<file path="config.mk">
export PLATFORM = sky130hd
export DESIGN_NAME = axgpio_regs
export DESIGN_NICKNAME = d
export VERILOG_FILES = /design/src/rtl/axgpio_regs.sv
export SDC_FILE = /design/constraint.sdc
export NUM_CORES = 1
export LEC_CHECK = 0
export CAP_MARGIN = 0
export CELL_PAD_IN_SITES_DETAIL_PLACEMENT = 0
export CELL_PAD_IN_SITES_GLOBAL_PLACEMENT = 1
export CORE_MARGIN = 4
export CORE_UTILIZATION = 43
export CTS_CLUSTER_DIAMETER = 60
export DETAILED_ROUTE_END_ITERATION = 6
export PLACE_DENSITY = 0.87
export SLEW_MARGIN = 15
export SYNTH_ARGS = -nofsm -noshare
export SYNTH_HDL_FRONTEND = slang
export SYNTH_SLANG_ARGS = --single-unit
</file>
<file path="constraint.sdc">
create_clock -name iCLK -period 11.6 [get_ports iCLK]
set_clock_uncertainty 0.05 [all_clocks]
set_input_delay 1.74 -clock iCLK [delete_from_list [all_inputs] [get_ports iCLK]]
set_output_delay 1.74 -clock iCLK [all_outputs]
set_load 0.1 [all_outputs]
</file>
<file path="src/rtl/axgpio_regs.sv">
// GPIO register block behind the AXI-Lite read/write channel stages.
// Combinational read decode, single-cycle write strobes, synchronised inputs
// with per-pin edge-detect interrupts.
module axgpio_regs #(
    parameter int unsigned GPIO_W      = 32,
    parameter int unsigned SYNC_STAGES = 2
) (
    input  logic              iCLK,
    input  logic              iRST,
    // Read channel
    input  logic [7:0]        iPRADR,
    output logic [31:0]       oPRDAT,
    output logic              oPERR,
    // Write channel
    input  logic              iPWEN,
    input  logic [7:0]        iPWADR,
    input  logic [31:0]       iPWDAT,
    input  logic [3:0]        iPWSTRB,
    output logic              oPWERR,
    // Pins
    input  logic [GPIO_W-1:0] iGPIO_IN,
    output logic [GPIO_W-1:0] oGPIO_OUT,
    output logic [GPIO_W-1:0] oGPIO_OE,
    output logic              oIRQ
);

    localparam logic [7:0] ADR_DATA_IN  = 8'h00;
    localparam logic [7:0] ADR_DATA_OUT = 8'h04;
    localparam logic [7:0] ADR_DIR      = 8'h08;
    localparam logic [7:0] ADR_IER      = 8'h0C;
    localparam logic [7:0] ADR_ISR      = 8'h10;
    localparam logic [7:0] ADR_POL      = 8'h14;
    localparam logic [7:0] ADR_SET      = 8'h18;
    localparam logic [7:0] ADR_CLR      = 8'h1C;

    // Register state; sized to GPIO_W so upper register bits read 0 and drop writes
    logic [GPIO_W-1:0] dataOutQ, dataOutD;
    logic [GPIO_W-1:0] dirQ, dirD;
    logic [GPIO_W-1:0] ierQ, ierD;
    logic [GPIO_W-1:0] isrQ, isrD;
    logic [GPIO_W-1:0] polQ, polD;
    logic              irqQ, irqD;
    logic              pwerrQ, pwerrD;

    // Input path
    logic [GPIO_W-1:0] syncQ [SYNC_STAGES];
    logic [GPIO_W-1:0] prevQ;
    logic [GPIO_W-1:0] syncOut;
    logic [GPIO_W-1:0] riseEdge;
    logic [GPIO_W-1:0] fallEdge;
    logic [GPIO_W-1:0] edgeHit;

    // Write datapath helpers
    logic [31:0]       byteMask;
    logic [GPIO_W-1:0] wrMask;
    logic [GPIO_W-1:0] wrBits;
    logic [GPIO_W-1:0] w1cBits;
    logic              wrErr;

    // Read data before zero-extension to the bus width
    logic [31:0]       rdWide;

    assign syncOut = syncQ[SYNC_STAGES-1];

    // Input synchroniser chain plus one history stage for edge detection
    always_ff @(posedge iCLK or posedge iRST) begin
        if (iRST) begin
            for (int i = 0; i < int'(SYNC_STAGES); i++) begin
                syncQ[i] <= '0;
            end
            prevQ <= '0;
        end else begin
            syncQ[0] <= iGPIO_IN;
            for (int i = 1; i < int'(SYNC_STAGES); i++) begin
                syncQ[i] <= syncQ[i-1];
            end
            prevQ <= syncOut;
        end
    end

    // Edge detect: POL selects rising (0) or falling (1); driven pins are ignored
    always_comb begin
        riseEdge = syncOut & ~prevQ;
        fallEdge = ~syncOut & prevQ;
        edgeHit  = ((riseEdge & ~polQ) | (fallEdge & polQ)) & ~dirQ;
    end

    // Byte-enable expansion of the write strobe
    always_comb begin
        byteMask = '0;
        for (int b = 0; b < 4; b++) begin
            byteMask[8*b +: 8] = {8{iPWSTRB[b]}};
        end
        wrMask = byteMask[GPIO_W-1:0];
        wrBits = iPWDAT[GPIO_W-1:0] & wrMask;
    end

    // Write address decode: only the writable offsets are legal targets
    always_comb begin
        wrErr = 1'b1;
        case (iPWADR)
            ADR_DATA_OUT, ADR_DIR, ADR_IER, ADR_ISR,
            ADR_POL, ADR_SET, ADR_CLR: wrErr = 1'b0;
            default:                   wrErr = 1'b1;
        endcase
    end

    // Register next-state: strobed writes, W1C, edge capture, irq and error pulse
    always_comb begin
        dataOutD = dataOutQ;
        dirD     = dirQ;
        ierD     = ierQ;
        polD     = polQ;
        w1cBits  = '0;
        if (iPWEN && !wrErr) begin
            case (iPWADR)
                ADR_DATA_OUT: dataOutD = (dataOutQ & ~wrMask) | wrBits;
                ADR_DIR:      dirD     = (dirQ & ~wrMask) | wrBits;
                ADR_IER:      ierD     = (ierQ & ~wrMask) | wrBits;
                ADR_ISR:      w1cBits  = wrBits;
                ADR_POL:      polD     = (polQ & ~wrMask) | wrBits;
                ADR_SET:      dataOutD = dataOutQ | wrBits;
                ADR_CLR:      dataOutD = dataOutQ & ~wrBits;
                default:      ;
            endcase
        end
        // A fresh edge overrides a same-cycle clear
        isrD   = (isrQ & ~w1cBits) | edgeHit;
        irqD   = |(isrQ & ierQ);
        pwerrD = iPWEN & wrErr;
    end

    // Register state update
    always_ff @(posedge iCLK or posedge iRST) begin
        if (iRST) begin
            dataOutQ <= '0;
            dirQ     <= '0;
            ierQ     <= '0;
            isrQ     <= '0;
            polQ     <= '0;
            irqQ     <= 1'b0;
            pwerrQ   <= 1'b0;
        end else begin
            dataOutQ <= dataOutD;
            dirQ     <= dirD;
            ierQ     <= ierD;
            isrQ     <= isrD;
            polQ     <= polD;
            irqQ     <= irqD;
            pwerrQ   <= pwerrD;
        end
    end

    // Zero-latency read mux; anything not a mapped aligned offset is an error
    always_comb begin
        rdWide = '0;
        oPERR  = 1'b0;
        case (iPRADR)
            ADR_DATA_IN:      rdWide[GPIO_W-1:0] = syncOut;
            ADR_DATA_OUT:     rdWide[GPIO_W-1:0] = dataOutQ;
            ADR_DIR:          rdWide[GPIO_W-1:0] = dirQ;
            ADR_IER:          rdWide[GPIO_W-1:0] = ierQ;
            ADR_ISR:          rdWide[GPIO_W-1:0] = isrQ;
            ADR_POL:          rdWide[GPIO_W-1:0] = polQ;
            ADR_SET, ADR_CLR: rdWide = '0;
            default:          oPERR = 1'b1;
        endcase
        oPRDAT = rdWide;
    end

    assign oGPIO_OUT = dataOutQ;
    assign oGPIO_OE  = dirQ;
    assign oIRQ      = irqQ;
    assign oPWERR    = pwerrQ;

endmodule

</file>
==> results.md <==
- Gr ovfl total: 0
- Leak Pwr: 0.006055 uW
- Largest net degree at the start of global routing: 126
- Core Util, Final: 56.41%
- Diodes inserted: 0
- Placed cells: 1,363
- Layout cells sized above 1: 18.37%
- Hold_buf cts: 0
- Synth Flop Type: dfrtp_1
- Hold path endpoint: syncOut[0]
- Synth Register Bits: 258
- WHS Path Cells: 0
- Root buffer cell: clkbuf_16
- RR Endpoint: oIRQ
- Flop pwr share: 44.5%
- Initial core utilization: 43.65%
- VDD IR max: 0.00008893 V
- Via count: 8,310
- Worst Setup End Kind: primary output
- Final min period: 6518 ps
- Synth cell count leaders: 258 x dfrtp_1, 96 x mux2_2, 71 x nand2_1
- Kind of critical path: in2out
- Horiz. Die Dim: 167.9 um
- Starting DRT DRC Count: 655
- Setup TNS Final: 0 ps
- DRC errors left: 0
- # H-tree levels: 1
- Critical Path RT: 9810 ps
- Synth top area cells: dfrtp_1 59%, mux2_2 9.8%, mux4_2 6.6%
- First-pass GRT wire length: 50,110 um
- Most common cell in the netlist: dfrtp_1
- Final nets: 1,150
- ANT nets after route: 0
- Yosys warns: 0
- RSZ-0062 raised after global routing: false
- Die area: 28,190 um2
- Clk pwr share: 44.9%
- 1st-pass router iterations: 5
- Wire length per cell: 22.86 um
- Setup Viol. Count Final: 0
- Max-cap violations: 0
- Cell Count, Final, Fillers Out: 1,413
- Synth area leader: dfrtp_1
- Fmax: 153.4 MHz
- Total CTS buffers: 28
- Critical path fanouts, max: 34
- Internal power: 1625 uW
- Switching Share: 24.81%
- Min-delay src: syncQ[32]
- Psw: 536.2 uW
- Clock-pin slew on the worst setup and hold paths: 60 ps
- Relative slew slack: 21.37%
- Via density: 5.881
- Postcts setup bufs: 0
- Post-synth EDFFs: 0
- PwrDens: 152.1 nW/um2
- Row count: 58
- GR Util All Layers: 22.64%
- R2r setup slk: 10,070 ps
- Port bufs: 185
- I/O pin total: 186
- Post-synthesis sequential area ratio: 58.73%
- Syn_nets: 967
- # clock sinks: 258
- Post-synthesis average cell area: 12.49 um2
- Die Ht: 167.9 um
- Worst Hold Slack: 296.4 ps
- Class of the worst hold path: reg2reg
- Startpoint Class: input port
- Clk Latency, worst-skew pair: 540 ps
- Asr flop ratio synth: 100.0%
- Status: finished clean
- Initial antenna violation count: 1
- RePlAce Congestion: 0.8477
- Clock Tree Buf Depth: 3
- Yosys top cell area share: 58.73%
- HPWL after DPL: 21,490 um
- Post_cts resized: 0
- Final hold viol count: 0
- Post-Route WL: 32,300 um
- Count of pins over their slew limit: 0
- Worst Path Arrival: 4730 ps
- TritonCTS clock tree: yes
- Post-synthesis cell type count: 35
- Final period utilization: 56.19%
- Comb power frac: 10.6%
- Synth Instances: 880
- Measured slew at the worst slew-check pin: 1169 ps
- Overall power: 2161 uW
- Post-Syn Area: 10,990 um2
- Layout Area Growth over Synthesis: 29.22%
- R2R depth: 3
- Vias in the first global route: 8,365
- Core ar.: 25,180 um2
critical path, cell delays in order:
cell and delay [ps]:
buf_2 840, nand3b_1 180, nor2_2 120, buf_4 430, a221o_1 250, clkdlybuf4s50_1 1140
worst max-delay path by stage:
| stage | start | to | slack, ps | cells past startpoint |
|---|---|---|---|---|
| after CTS | iPRADR[2] | oPRDAT[23] | 5120 | 6 |
| after global routing | iPRADR[2] | oPRDAT[23] | 5000 | 6 |
| after floorplan | iRST | async pin | 2710 | 1 |
| final | iPRADR[2] | oPRDAT[23] | 5080 | 6 |
| after detailed placement | iPRADR[2] | oPRDAT[31] | 5140 | 6 |
| after global placement | iPRADR[2] | oPRDAT[31] | 5170 | 6 |
through the flow:
step                worst slack [ps]  area, um2
floorplan                       2712      10990
CTS                             5124      14200
global route                    5002      14200
finish                          5082      14200
detailed placement              5139      13180
global placement                5175      13180
power by group through the flow:
stage | clock network, uW | logic, uW | registers, uW
after CTS | 990 | 230 | 961
after global routing | 1030 | 243 | 965
after floorplan | 0 | 76.1 | 1040
final | 971 | 229 | 962
after detailed placement | 0 | 229 | 977
after global placement | 0 | 227 | 976
logic make-up after synthesis:
family / count (synthesis) / synth area share, %
and+or+nand+nor: 297 / 13.20
muxes: 128 / 16.39
AOI/OAI and AO/OA: 151 / 10.00
buffers and inverters: 46 / 1.673
DFF: 258 / 58.73
routing by layer:
metal	vias up	track usage (%)	routed length (um)
li1	3645	-	-
met2	318	35.26	15080
met4	2	5.857	791
met5	-	0	8
met3	54	4.344	2276
met1	4291	33.01	14140
layout make-up:
class | count | area [um2]
clock buffer | 36 | 792.0
clock inverter | 14 | 229.0
fill | 2084 | 10980
inverter | 2 | 15.01
multi-input combinational | 576 | 4368
sequential | 258 | 6456
tap | 330 | 412.9
timing repair buffer | 197 | 1932
cells in the final DEF (no fill, tap or decap), types with 3 or more instances in the layout:
master           Yosys  final
mux4_2              32     32
mux2_2              96     96
clkinv_2             0      5
bufinv_16            0      6
dfrtp_1            258    258
nand3_1             67     67
a221o_1             32     32
nor3_1              34     34
nor2_1              64     63
clkbuf_1            31      3
o21ai_0             33     33
a21oi_1             32     32
buf_4                0     12
o2111ai_1            4      4
nand2_1             71     71
a22oi_1             16     16
nor2b_1             34     34
clkbuf_8             0      4
nand4_1              6      6
clkdlybuf4s50_1      0    183
o2bb2ai_1           31     31
nand3b_1             5      5
clkbuf_16            0     29
(Power assumes the default switching activity.)
